<file path="config.mk">
export PLATFORM = sky130hd
export DESIGN_NAME = mips_shift_seq
export DESIGN_NICKNAME = d
export VERILOG_FILES = /design/src/rtl/mips_shift_seq.sv
export SDC_FILE = /design/constraint.sdc
export NUM_CORES = 1
export LEC_CHECK = 0
export ABC_AREA = 1
export BUFFER_PORTS_ARGS = -buffer_cell sky130_fd_sc_hd__buf_2
export CORE_ASPECT_RATIO = 1.25
export CORE_MARGIN = 4
export CORE_UTILIZATION = 40
export CTS_CLUSTER_SIZE = 28
export DETAILED_ROUTE_END_ITERATION = 8
export PLACE_DENSITY = 0.58
export SLEW_MARGIN = 20
export SYNTH_ARGS = -nofsm -noshare
export SYNTH_HDL_FRONTEND = slang
export SYNTH_SLANG_ARGS = --single-unit
</file>
<file path="constraint.sdc">
create_clock -name i_clk -period 2.7 [get_ports i_clk]
set_clock_uncertainty 0.05 [all_clocks]
set_input_delay 0.27 -clock i_clk [delete_from_list [all_inputs] [get_ports i_clk]]
set_output_delay 0.27 -clock i_clk [all_outputs]
set_load 0.02 [all_outputs]
</file>
<file path="src/rtl/mips_shift_seq.sv">
// -----------------------------------------------------------------------------
// mips_shift_seq
//   Multi-cycle shift sequencer for the MIPS datapath. Executes SLL, SRL and
//   SRA by a variable amount. Instead of a full barrel shifter, a small
//   shifter moves the operand by at most STEP bits per cycle.
//
//   A request is taken on a valid/ready handshake (i_Start_Valid/o_Start_Ready).
//   The result is returned on a second valid/ready handshake
//   (o_Result_Valid/i_Result_Ready).
//
// Ports
//   i_clk           rising-edge clock
//   i_reset         synchronous, active-high reset
//   i_Start_Valid   request present
//   o_Start_Ready   request can be accepted (high only in IDLE)
//   i_Op            00 SLL, 01 SRL, 10 SRA, 11 SLL
//   i_Data1         operand
//   i_Shamt         unsigned shift amount
//   o_Result_Valid  o_Out holds the final result
//   i_Result_Ready  consumer takes the result
//   o_Out           shifted result (zero outside DONE)
//   o_Busy          sequencer is not in IDLE
// -----------------------------------------------------------------------------
module mips_shift_seq #(
   parameter int WIDTH   = 32,
   parameter int SHAMT_W = 5,
   parameter int STEP    = 2
) (
   input  logic               i_clk,
   input  logic               i_reset,
   input  logic               i_Start_Valid,
   output logic               o_Start_Ready,
   input  logic [1:0]         i_Op,
   input  logic [WIDTH-1:0]   i_Data1,
   input  logic [SHAMT_W-1:0] i_Shamt,
   output logic               o_Result_Valid,
   input  logic               i_Result_Ready,
   output logic [WIDTH-1:0]   o_Out,
   output logic               o_Busy
);

   typedef enum logic [1:0] {
      IDLE  = 2'd0,
      SHIFT = 2'd1,
      DONE  = 2'd2
   } state_t;

   // When STEP == WIDTH this truncates to zero, but then r_rem can never
   // exceed STEP, so the truncated value is never selected.
   localparam logic [SHAMT_W-1:0] STEP_N = SHAMT_W'(STEP);

   state_t               r_state;
   state_t               w_state_nxt;
   logic [WIDTH-1:0]     r_acc;
   logic [WIDTH-1:0]     w_acc_nxt;
   logic [1:0]           r_op;
   logic [1:0]           w_op_nxt;
   logic [SHAMT_W-1:0]   r_rem;
   logic [SHAMT_W-1:0]   w_rem_nxt;
   logic [SHAMT_W-1:0]   w_n;
   logic                 r_result_valid;
   logic [WIDTH-1:0]     r_out;

   // One step of the iterative shifter. n never exceeds STEP.
   function automatic logic [WIDTH-1:0] f_shift_step(
      input logic [1:0]         op,
      input logic [WIDTH-1:0]   acc,
      input logic [SHAMT_W-1:0] n
   );
      logic signed [WIDTH-1:0] s_acc;
      logic signed [WIDTH-1:0] s_res;
      logic [WIDTH-1:0]        res;
      s_acc = acc;
      s_res = s_acc >>> n;
      case (op)
         2'b01:   res = acc >> n;
         2'b10:   res = s_res;
         default: res = acc << n;
      endcase
      return res;
   endfunction

   // Next-state and datapath decode
   always_comb begin
      w_state_nxt = r_state;
      w_acc_nxt   = r_acc;
      w_op_nxt    = r_op;
      w_rem_nxt   = r_rem;
      w_n         = (int'(r_rem) > STEP) ? STEP_N : r_rem;

      case (r_state)
         IDLE: begin
            if (i_Start_Valid) begin
               w_acc_nxt   = i_Data1;
               w_op_nxt    = i_Op;
               w_rem_nxt   = i_Shamt;
               w_state_nxt = (i_Shamt == '0) ? DONE : SHIFT;
            end
         end
         SHIFT: begin
            w_acc_nxt = f_shift_step(r_op, r_acc, w_n);
            w_rem_nxt = r_rem - w_n;
            // This step consumes the remainder entirely.
            if (int'(r_rem) <= STEP) begin
               w_state_nxt = DONE;
            end
         end
         DONE: begin
            if (i_Result_Ready) begin
               w_state_nxt = IDLE;
            end
         end
         default: begin
            w_state_nxt = IDLE;
         end
      endcase
   end

   // Control state and registered result outputs
   always_ff @(posedge i_clk) begin
      if (i_reset) begin
         r_state        <= IDLE;
         r_result_valid <= 1'b0;
         r_out          <= '0;
      end else begin
         r_state        <= w_state_nxt;
         // The result outputs are a registered image of the DONE state, so
         // o_Out is zero everywhere else and no stale value survives a reset.
         r_result_valid <= (w_state_nxt == DONE);
         r_out          <= (w_state_nxt == DONE) ? w_acc_nxt : '0;
      end
   end

   // Operand datapath; contents are only meaningful after an accept
   always_ff @(posedge i_clk) begin
      r_acc <= w_acc_nxt;
      r_op  <= w_op_nxt;
      r_rem <= w_rem_nxt;
   end

   assign o_Start_Ready  = (r_state == IDLE);
   assign o_Busy         = (r_state != IDLE);
   assign o_Result_Valid = r_result_valid;
   assign o_Out          = r_out;

endmodule

</file>
==> results.tsv <==
stage	metric	value	unit
floorplanning	area of the core	11190	µm²
pwr	Pleak	2.496	nW
cells_and_area	Inserted Diodes	0	
yosys	sequential fraction of the synthesis area	33.49	%
routing	via count	4777	
grt	final global-route overflow total	0	
worst_setup_path	Req. time, crit path	2.92	ns
routing	Final Routed Wirelength	14.31	mm
timing	max-slew violations	0	
floorplanning	Initial Util	41.40	%
floorplanning	Die ar.	13380	µm²
timing	crit share post-route	80.73	%
clock_network	H-tree Lvls	3	
worst_setup_path	crit-path max FO	11	
floorplanning	IO Pins	78	
timing	Slew headroom	60.69	%
cells_and_area	nets@finish	746	
yosys	synthesized instance count	634	
routing	met1 wire length	6.069	mm
floorplanning	Cell Rows	43	
worst_setup_path	CP max-delay cell	edfxtp_1	
clock_network	Max clock buf depth	2	
cells_and_area	Syn-to-layout area delta	16.53	%
floorplanning	die height	128.3	µm
cells_and_area	commonest cells after routing, fill and taps aside	nand3_1, nand2_1, buf_2	
timing	worst hold slack	0.08582	ns
worst_setup_path	capture point of the worst reg-to-reg path	o_Out[22]	
timing	final hold viol count	0	
worst_setup_path	Register-to-Register Path Depth	11	
grt	gr usage total	21.46	%
worst_setup_path	flop2flop setup slack	0.52	ns
worst_setup_path	Most common cell on crit path	nand3_1	
cells_and_area	Layout fillers	1198	
worst_hold_path	HP Class	in2reg	
worst_hold_path	Worst Hold End	r_op[1]	
yosys	#FFs+latches synth	74	
routing	DRC	0	
worst_setup_path	critical path class	reg2reg	
routing	Routed WL per cell	17.04	µm
grt	vias in the first global route	4568	
floorplanning	Die X-Extent	104.3	µm
routing	drt first pass iters	5	
grt	largest net degree at the start of global routing	37	
yosys	Mapped Avg Cell Area	7.308	µm²
worst_hold_path	WHS Path Cells	1	
timing	max frequency	0.4588	GHz
yosys	post-synth net total	680	
placement	Buffers on Ports	77	
clock_network	Setup Buffers After CTS	0	
clock_network	root buffer cell	clkbuf_16	
timing	worst slew pin tran	0.5889	ns
flow_run	total of max-cap violations	0	
routing	Antenna Nets Post-Route	0	
status	outcome	finished clean	
worst_hold_path	Worst Min Path Start	i_Op[1]	
worst_setup_path	reg2reg start	r_op[0]	
placement	DP HPWL	9.861	mm
routing	DR top layer	met4	
clock_network	post-CTS sizing	0	
routing	DR iter-0 viols	384	
yosys	synth unique cells	32	
routing	met2 WL	7.038	mm
clock_network	CTS tree	built	
worst_setup_path	Worst Path Arrival	2.40	ns
timing	crit path time final	2.180	ns
cells_and_area	most common cell after layout, fill and taps aside	nand3_1	
cells_and_area	layout cells sized above 1	27.23	%
worst_setup_path	CP max stage delay	0.39	ns
worst_setup_path	CP bufs+invs	4	
yosys	synthesized cell area	4633	µm²
grt	antenna violations before repair	0	
timing	final setup TNS	0	ns
grt	first-pass GRT wire length	23.24	mm
cells_and_area	multi-input logic area	2601	µm²
yosys	synthesis warning total	0	
timing	Setup violations, final	0	
worst_setup_path	Top delay family on crit path	buffers and inverters	
cells_and_area	Reg area	1551	µm²
clock_network	# hold bufs at CTS	0	
routing	via/cell ratio	5.687	
worst_setup_path	crit path cell chain	inv_1 > ha_1 > nor2_1 > buf_4 > nand3b_1 > inv_2 > buf_4 > nand3_1 > nand3_1 > nand3_1 > a21oi_2	
clock_network	Clock transition at path regs	0.06	ns
clock_network	total CTS buffers	9	
placement	gpl congestion	0.9026	
worst_setup_path	critical path launch point type	flop	
timing	RSZ-0062 raised after global routing	false	
worst_setup_path	Setup crit end kind	flop	
pwr	IR Drop Worst-Case VDD	0.3342	mV
routing	routed wl met3	801	µm
pwr	pwr/cell area	762.0	nW/µm²
clock_network	clk sink count	74	
clock_network	worst skew pair latency	0.34	ns
-- registers in the layout (all words and copies together), names as in the netlist --
name and cells:
o_Out 32, o_Result_Valid 1, r_acc 32, r_op 2
r_rem 5, r_state 2
-- where the power goes --
| part | leakage, nW | switching, W | internal, W | total (W) |
|---|---|---|---|---|
| sequential | 0.621 | 0.000105 | 0.00127 | 0.00138 |
| combinational | 1.72 | 0.000933 | 0.000432 | 0.00137 |
| clock | 0.160 | 0.000467 | 0.000902 | 0.00137 |
-- worst register-to-register path, cell delays in order (launching register included) --
cell and delay [ns]:
edfxtp_1 0.39, inv_1 0.07, ha_1 0.19, nor2_1 0.06
buf_4 0.15, nand3b_1 0.21, inv_2 0.25, buf_4 0.26
nand3_1 0.09, nand3_1 0.09, nand3_1 0.13, a21oi_2 0.16
-- routing by layer --
| metal | up-vias | track usage [%] |
|---|---|---|
| li1 | 2311 | - |
| met1 | 2260 | 26.85 |
| met2 | 178 | 36.73 |
| met3 | 28 | 3.914 |
| met4 | 0 | 8.529 |
| met5 | - | 0 |
-- through the flow --
stage | worst slack (ns) | cells | total power (W) | util (%) | area [µm²]
after floorplan | 0.9184 | 634 | 0.002432 | - | 4633
after global placement | 0.5825 | 824 | 0.002740 | 45.25 | 5064
after detailed placement | 0.5617 | 824 | 0.002753 | 45.25 | 5064
after CTS | 0.5429 | 840 | 0.004136 | 48.24 | 5399
after global routing | 0.3551 | 840 | 0.004383 | 48.24 | 5399
final | 0.5203 | 840 | 0.004114 | 48.24 | 5399
-- area by class of cell --
cell class	count	share of cell area [%]
clock inverters	5	1.900
flip-flops and latches	74	28.74
multi-input cells	462	48.18
repair buffers	92	9.455
well taps	135	3.129
inverters	61	4.287
clock buffers	11	4.311
-- worst max path at each step --
stage,startpoint,to,slack [ns],cells after the start
6_report,r_op[0],o_Out[22],0.52,11
5_1_grt,r_op[0],o_Out[22],0.36,11
4_1_cts,r_op[0],o_Out[22],0.54,11
3_5_place_dp,r_op[0],o_Out[23],0.56,11
3_3_place_gp,r_state[1],o_Out[20],0.58,10
2_1_floorplan,r_op[1],o_Out[11],0.92,9
-- synth_stat cells --
master	n	area [µm²]
a21oi_2	28	245.2
o211ai_1	1	7.510
o22ai_1	2	12.51
nand2_4	1	11.26
nor2_8	1	20.02
nand3_2	32	320.3
o21ai_1	1	5.000
o221ai_2	1	15.01
dfxtp_1	67	1341
nand3b_1	1	7.510
xor2_1	3	26.28
nand4_4	1	21.27
nand3_1	198	991.0
inv_2	9	33.78
nor2_1	10	37.54
buf_6	12	135.1
edfxtp_1	7	210.2
buf_4	2	15.01
inv_1	51	191.4
o21ai_0	15	75.07
nor2_2	2	12.51
clkbuf_1	11	41.29
nor2_4	4	45.04
conb_1	1	3.750
a21oi_1	10	50.05
buf_1	2	7.510
buf_2	10	50.05
nand2_2	6	37.54
inv_4	1	6.260
nand2_1	117	439.2
a22oi_1	24	180.2
ha_1	3	37.54
-- kinds of logic (layout without fill, tap and decap cells) --
logic type | Yosys count | in the layout | share of synthesized area, %
simple gates | 373 | 373 | 41.94
other cells | 1 | 1 | 0.08094
buf+inv | 98 | 169 | 10.37
flops | 74 | 74 | 33.49
xor+xnor | 3 | 3 | 0.5672
fa+ha+maj | 3 | 3 | 0.8102
compound gates | 82 | 82 | 12.75
Power figures use the tool's default switching activity.
